===== src/rtl/uart_tx_arbiter.sv =====
// Round-robin arbiter sharing one UART transmitter among NUM_REQ byte producers.
// Supports multi-byte message locking, start-handshake timeout and lock-idle timeout.
module uart_tx_arbiter #(
    parameter int unsigned NUM_REQ       = 4,
    parameter int unsigned DATA_BITS     = 8,
    parameter int unsigned START_TIMEOUT = 8,
    parameter int unsigned LOCK_TIMEOUT  = 0
) (
    input  logic                           clk,
    input  logic                           rst_n,
    input  logic [NUM_REQ-1:0]             req_valid,
    input  logic [NUM_REQ*DATA_BITS-1:0]   req_data,
    input  logic [NUM_REQ-1:0]             req_last,
    output logic [NUM_REQ-1:0]             req_ready,
    output logic                           uart_start,
    output logic [DATA_BITS-1:0]           uart_data,
    input  logic                           uart_ready,
    input  logic                           uart_busy,
    output logic [$clog2(NUM_REQ)-1:0]     grant_id,
    output logic                           locked,
    output logic                           err_timeout
);

    localparam int unsigned IdW  = $clog2(NUM_REQ);
    localparam int unsigned TMax = (START_TIMEOUT > LOCK_TIMEOUT) ? START_TIMEOUT : LOCK_TIMEOUT;
    localparam int unsigned CntW = $clog2(TMax + 1);

    typedef enum logic [1:0] {StIdle, StLaunch, StWaitBusy, StWaitDone} state_e;

    state_e               state_q, state_d;
    logic [IdW-1:0]       grant_q, grant_d;
    logic [IdW-1:0]       rr_q, rr_d;
    logic [DATA_BITS-1:0] data_q, data_d;
    logic                 last_q, last_d;
    logic                 locked_q, locked_d;
    logic                 err_q, err_d;
    logic [CntW-1:0]      timer_q, timer_d;
    logic                 found;
    logic [IdW-1:0]       winner;

    function automatic logic [IdW-1:0] next_id(input logic [IdW-1:0] id);
        return (id == IdW'(NUM_REQ - 1)) ? '0 : id + 1'b1;
    endfunction

    function automatic logic [IdW-1:0] rr_index(input logic [IdW-1:0] base, input int unsigned off);
        return IdW'((32'(base) + off) % NUM_REQ);
    endfunction

    // While locked only the lock holder may win; otherwise first valid at/after rr_q.
    always_comb begin
        found  = 1'b0;
        winner = '0;
        if (locked_q) begin
            found  = req_valid[grant_q];
            winner = grant_q;
        end else begin
            for (int unsigned i = 0; i < NUM_REQ; i++) begin
                if (!found && req_valid[rr_index(rr_q, i)]) begin
                    found  = 1'b1;
                    winner = rr_index(rr_q, i);
                end
            end
        end
    end

    always_comb begin
        state_d  = state_q;
        grant_d  = grant_q;
        rr_d     = rr_q;
        data_d   = data_q;
        last_d   = last_q;
        locked_d = locked_q;
        err_d    = err_q;
        timer_d  = '0;
        unique case (state_q)
            StIdle: begin
                if (uart_ready && found) begin
                    state_d = StLaunch;
                    grant_d = winner;
                    data_d  = req_data[32'(winner)*DATA_BITS +: DATA_BITS];
                    last_d  = req_last[winner];
                end else if (LOCK_TIMEOUT != 0 && locked_q && !req_valid[grant_q]) begin
                    if (timer_q == CntW'(LOCK_TIMEOUT - 1)) begin
                        locked_d = 1'b0;
                        err_d    = 1'b1;
                        rr_d     = next_id(grant_q);
                    end else begin
                        timer_d = timer_q + 1'b1;
                    end
                end
            end
            StLaunch: begin
                state_d = StWaitBusy;
            end
            StWaitBusy: begin
                // Timer starts at 0 one cycle after uart_start, so the error lands
                // exactly START_TIMEOUT cycles after the start pulse.
                if (uart_busy) begin
                    state_d = StWaitDone;
                end else if (timer_q == CntW'(START_TIMEOUT - 2)) begin
                    state_d  = StIdle;
                    err_d    = 1'b1;
                    locked_d = 1'b0;
                    rr_d     = next_id(grant_q);
                end else begin
                    timer_d = timer_q + 1'b1;
                end
            end
            StWaitDone: begin
                if (uart_ready) begin
                    state_d = StIdle;
                    if (last_q) begin
                        locked_d = 1'b0;
                        rr_d     = next_id(grant_q);
                    end else begin
                        locked_d = 1'b1;
                    end
                end
            end
            default: state_d = StIdle;
        endcase
    end

    always_ff @(posedge clk or negedge rst_n) begin
        if (!rst_n) begin
            state_q  <= StIdle;
            grant_q  <= '0;
            rr_q     <= '0;
            data_q   <= '0;
            last_q   <= 1'b0;
            locked_q <= 1'b0;
            err_q    <= 1'b0;
            timer_q  <= '0;
        end else begin
            state_q  <= state_d;
            grant_q  <= grant_d;
            rr_q     <= rr_d;
            data_q   <= data_d;
            last_q   <= last_d;
            locked_q <= locked_d;
            err_q    <= err_d;
            timer_q  <= timer_d;
        end
    end

    always_comb begin
        req_ready = '0;
        if (state_q == StLaunch) begin
            req_ready[grant_q] = 1'b1;
        end
    end

    assign uart_start  = (state_q == StLaunch);
    assign uart_data   = data_q;
    assign grant_id    = grant_q;
    assign locked      = locked_q;
    assign err_timeout = err_q;

endmodule


===== config.mk =====
export PLATFORM = sky130hd
export DESIGN_NAME = uart_tx_arbiter
export DESIGN_NICKNAME = d
export VERILOG_FILES = /design/src/rtl/uart_tx_arbiter.sv
export SDC_FILE = /design/constraint.sdc
export NUM_CORES = 1
export LEC_CHECK = 0
export CORE_MARGIN = 10
export CORE_UTILIZATION = 40
export CTS_CLUSTER_SIZE = 12
export DETAILED_ROUTE_END_ITERATION = 10
export PLACE_DENSITY = 0.69
export SLEW_MARGIN = 20
export SYNTH_ARGS = -nofsm -noshare
export SYNTH_HDL_FRONTEND = slang
export SYNTH_SLANG_ARGS = --single-unit

===== constraint.sdc =====
create_clock -name clk -period 2.4 [get_ports clk]
set_clock_uncertainty 0.05 [all_clocks]
set_input_delay 0.36 -clock clk [delete_from_list [all_inputs] [get_ports clk]]
set_output_delay 0.36 -clock clk [all_outputs]
set_load 0.01 [all_outputs]

=== Word-level counts from Yosys, hierarchy flattened ===
Cells that the tools add are included.

* Register bits after elaboration: 21
* Latch bits: 0
* Bits in writable memories: 0
* ROM bits: 0
* Input port bits: 44
* Output and inout bits: 17
* Word-level logic and storage cells: 95
* Memories: 0

* $add $sub $neg: 5
* Multiply operators: 0
* Divide/modulo/power cells: 0
* Magnitude comparators: 7
* Equality and inequality tests: 11
* Shift operators: 1
* Mux-type cells: 47
* Bitwise operators: 1
* Reductions and logical operators: 15

{| class="wikitable"
|+ Operators by type and width
! kind !! count
|-
| $shiftx 32x6->8 || 1
|-
| $mux 2 || 14
|-
| $mux 1 || 19
|-
| $lt 2x3->1 const B || 6
|-
| $mux 4 || 4
|-
| $bmux 1 s2 || 6
|-
| $ne 2x2->1 const B || 5
|-
| $pmux 2 s4 || 1
|-
| $eq 2x2->1 const B || 3
|-
| $reduce_and 3->1 || 2
|-
| $logic_and 1x1->1 || 5
|-
| $reduce_and 5->1 || 1
|-
| $add 2x1->2 const B || 2
|-
| $add 2x2->2 const B || 2
|-
| $add 4x1->4 const B || 1
|-
| $eq 4x3->1 const B || 1
|-
| $pmux 2 s2 || 1
|-
| $reduce_and 4->1 || 1
|-
| $logic_not 1->1 || 3
|-
| $ne 3x3->1 const B || 1
|-
| $demux 1 s2 || 1
|-
| $eq 2x1->1 const B || 1
|-
| $ge 2x1->1 const B || 1
|-
| $logic_not 2->1 || 1
|-
| 4 further kinds || 4
|}

=== Longest topological paths before layout ===
* Depth in word-level cells: 19
* Depth in mapped cells: 7
* Gate-level depth less buffers: 7

=== Worst setup path before layout ===
No wires, ideal clock.

* Path kind: register to output
* Start: register grant_q[1] (netlist: grant_id[1])
* End: output req_ready[1]
* Arrival: 1419 ps
* Data required time: 1990 ps
* Path slack: 571 ps
* Stages on the path, launching flop included: 6
* Path buffers: 2
* Cell sequence: dfrtp_1 -> buf_2 -> buf_2 -> inv_1 -> ha_1 -> and2_1

* Longest elaborated chain between the ends: 5
* Elaborated cells on any way between the ends: 6
* Classes of those cells: 2 x order compare; 3 x mux; 1 x reduce/logical

{| class="wikitable"
|+ RTL lines
! item !! RTL line !! text
|-
| from (decl) || 31 || <nowiki>logic [IdW-1:0] grant_q, grant_d;</nowiki>
|-
| from (signal assigned) || 136 || <nowiki>grant_q <= grant_d;</nowiki>
|-
| $lt 2x3->1 (not written as such) / $ge 2x1->1 (equally long branches) || 149 || <nowiki>req_ready[grant_q] = 1'b1;</nowiki>
|-
| $logic_and 1x1->1 (not written as such) || 149 ||
|-
| $mux 1 (not written as such) || 149 ||
|-
| $demux 1 s2 * || 149 ||
|-
| $mux 4 * || 148 || <nowiki>if (state_q == StLaunch) begin</nowiki>
|-
| to (decl) || 14 || <nowiki>output logic [NUM_REQ-1:0] req_ready,</nowiki>
|}

Every way passes the cells marked *; elsewhere a longest branch is shown, timed or not.

=== Worst setup path after layout ===
* Start: register grant_q[0] (netlist: grant_id[0])
* End: output req_ready[0]

Same word-level chain as after synthesis.

==> flow_metrics.py <==
metrics = {
    "status": {
        "status": "finished, final reports clean",
    },
    "pwr": {
        "clock_power_share": 0.097,
        "total_power_mw": 2.40,
        "internal_power_mw": 1.35,
        "seqPwrFrac": 0.279,
        "p_leak_nw": 0.996,
        "swShare": 0.440,
        "power_density_mw_per_mm2": 972,
        "power.switching_mw": 1.06,
        "ir_drop_mv": 0.631,
        "pwr-share-comb": 0.624,
    },
    "timing": {
        "worstMarginPinSlew_ns": 0.830,
        "fmax_mhz": 474,
        "fin_ws_ns": 0.291,
        "setup_viol": 0,
        "finalHoldViolations": 0,
        "report.final.slew_viol_count": 0,
        "rsz0062_at_grt": "no",
        "min_period_ns": 2.11,
        "relSlewSlack": 0.443,
        "finalCritPeriodShare": 0.879,
        "whs_ns": 0.399,
        "finalSetupTns_ns": 0,
    },
    "clock_network": {
        "cts.sink_count": 21,
        "path_clk_slew_ns": 0.08,
        "htreeDepth": 1,
        "root_buffer": "clkbuf_8",
        "cts_buffer_depth": 2,
        "cts_buffers": 3,
        "cts_tree": "done",
        "cts_post_setup_buffers_inserted": 0,
        "postCtsHoldBufs": 0,
        "clkLatencyLatePin_ns": 0.25,
        "cts_resized": 0,
    },
    "worst_setup_path": {
        "crit_type": "flip-flop to primary output",
        "cp_top_family": "buffers and inverters",
        "slowest_delay_ns": 0.50,
        "r2r-end": "uart_data[7]$_DFFE_PN0P_",
        "worst_ep_required_time_ns": 1.99,
        "setup.worst_path.start_class": "flip-flop",
        "r2r_start": "grant_id[0]$_DFFE_PN0P_",
        "end_kind": "primary output",
        "worstPathMaxFanout": 7,
        "cp_num_buf_inv": 2,
        "crit_arrival_ns": 1.70,
        "r2r_slack_ns": 0.42,
        "path_cells": "inv_1 -> ha_1 -> and2_1 -> clkdlybuf4s50_1",
        "critPathSlowestCell": "dfrtp_1",
        "reg2reg_depth": 6,
    },
    "yosys": {
        "avgSynthCellArea_um2": 8.84,
        "synth_fp_nets": 246,
        "ys.flop_type": "dfrtp_1",
        "ys_ff_latch": 21,
        "syn-cell-area_mm2": 0.00173,
        "synth-edff-count": 0,
        "ys_types": 46,
        "ys_warn_count": 0,
        "synth_area_leaders": "dfrtp_1 30%, mux2i_1 12%, nand3_1 5.8%",
        "yosys.area.top_type_share": 0.303,
        "ys_seq_area_frac": 0.303,
        "synth_top_area_cell": "dfrtp_1",
        "synthArstFlopShare": 1.00,
        "synthCells": 196,
    },
    "die": {
        "core_mm2": 0.00409,
        "ios": 61,
        "rows": 23,
        "start_util": 0.424,
        "dieArea_mm2": 0.00737,
        "dieHeight_um": 85.8,
        "die_x_um": 85.8,
    },
    "routing": {
        "ant_nets": 0,
        "firstDrtPassIters": 4,
        "vias_per_cell": 5.90,
        "drtIter0Drc": 126,
        "vias": 1830,
        "wl_um": 5660,
        "drc": 0,
        "wl_per_cell_um": 18.3,
    },
    "placed_design": {
        "dpl_cell_area_mm2": 0.00243,
        "port_buffers": 60,
        "pre_cts_slack_ns": 0.0688,
        "dp_hpwl_um": 4320,
        "gp_congestion": 0.805,
        "dpl.cell_count": 306,
    },
    "final_layout": {
        "n_antenna_cell": 0,
        "area_growth_pct": 42.8,
        "fin_util": 0.606,
        "design_area_mm2": 0.00247,
        "drive_above_1_share": 0.0923,
        "final_cells": 310,
        "fin_nets": 311,
    },
    "global_routing": {
        "grt_pass1_vias": 1864,
        "grt_pass1_wl_um": 9400,
        "overflow": 0,
        "grt_max_degree": 22,
        "antenna_found_initial": 0,
        "track_usage": 0.153,
    },
    "job": {
        "cap_violations": 0,
    },
    "worst_hold_path": {
        "worst_hold_path_type": "input pin to async pin",
    },
}
## final cells by class
class	count	area [µm²]
clock buffer	4	45.0
fill	373	1610
inverter	6	22.5
multi-input combinational	158	1120
sequential	21	526
tap	50	62.6
timing repair buffer	71	696
## worst max-delay path by stage
stage / from / to / cells past startpoint
finish: grant_id[0]$_DFFE_PN0P_ / req_ready[0] / 4
global route: grant_id[0]$_DFFE_PN0P_ / req_ready[0] / 4
CTS: grant_id[0]$_DFFE_PN0P_ / req_ready[0] / 4
detailed placement: req_valid[3] / uart_data[4]$_DFFE_PN0P_ / 6
global placement: req_valid[3] / uart_data[2]$_DFFE_PN0P_ / 6
floorplan: grant_id[1]$_DFFE_PN0P_ / req_ready[1] / 5
## worst register-to-register path: stages, from the launching register on
cell,delay (ns)
dfrtp_1,0.50
mux4_1,0.58
nand2b_2,0.21
nand4_2,0.18
buf_12,0.15
a311oi_1,0.05
a31oi_1,0.18
## cells in the final DEF, fill, tap and decap left out, types with 2 or more instances in the layout
master,synthesis,final
clkdlybuf4s50_1,0,60
dfrtp_1,21,21
nand3_1,20,20
mux2i_1,20,20
nor2_1,17,17
nand2_1,10,10
a21o_1,10,10
o21ai_0,10,10
o22ai_1,10,10
a31oi_1,10,10
buf_4,1,10
a311oi_1,9,9
ha_1,6,6
inv_1,5,5
o21ai_1,4,4
and2_1,4,4
clkbuf_8,0,3
a21oi_2,2,2
mux2_1,2,2
## synthesized netlist by cell type, types with 2 or more instances
cell type  number
a21o_1         10
mux2_1          2
nand2_1        10
mux2i_1        20
o21ai_0        10
nand3_1        20
and2_1          4
inv_1           5
dfrtp_1        21
buf_2           6
a21oi_2         2
ha_1            6
a311oi_1        9
nor2_1         17
o21ai_1         4
clkbuf_1        2
a31oi_1        10
o22ai_1        10
## per-layer routing
| layer | track usage | share of wire | routed length (µm) |
|---|---|---|---|
| met1 | 0.192 | 0.43 | 2420 |
| met2 | 0.255 | 0.50 | 2830 |
| met3 | 0.0378 | 0.061 | 347 |
| met4 | 0.0389 | 0.011 | 60 |
| met5 | 0 | 0 | 0 |
## sequential cells by signal, summed over array words and instances, names as in the netlist
name and count:
last_q 1, err_timeout 1, rr_q 2, locked 1, timer_q 4, state_q 2
uart_data 8, grant_id 2
## power by group through the flow
| stage | clock [mW] | sequential [mW] | combinational [mW] |
|---|---|---|---|
| after floorplan | 0 | 0.635 | 0.926 |
| after global placement | 0 | 0.673 | 1.48 |
| after detailed placement | 0 | 0.671 | 1.50 |
| after CTS | 0.238 | 0.667 | 1.51 |
| after global routing | 0.254 | 0.701 | 1.65 |
| final | 0.233 | 0.670 | 1.50 |
## cells by family (layout without fill, tap and decap cells)
kind of cell,after synthesis,in the layout,share of synthesized area
AND/OR/NAND/NOR,65,65,0.202
AO/OA/AOI/OAI,62,62,0.249
multiplexers,23,23,0.144
flip-flops,21,21,0.303
buffers and inverters,17,81,0.0484
adder cells (fa/ha/maj),6,6,0.0433
XOR/XNOR,2,2,0.0101
No activity file was read; power rests on OpenSTA's default activity.
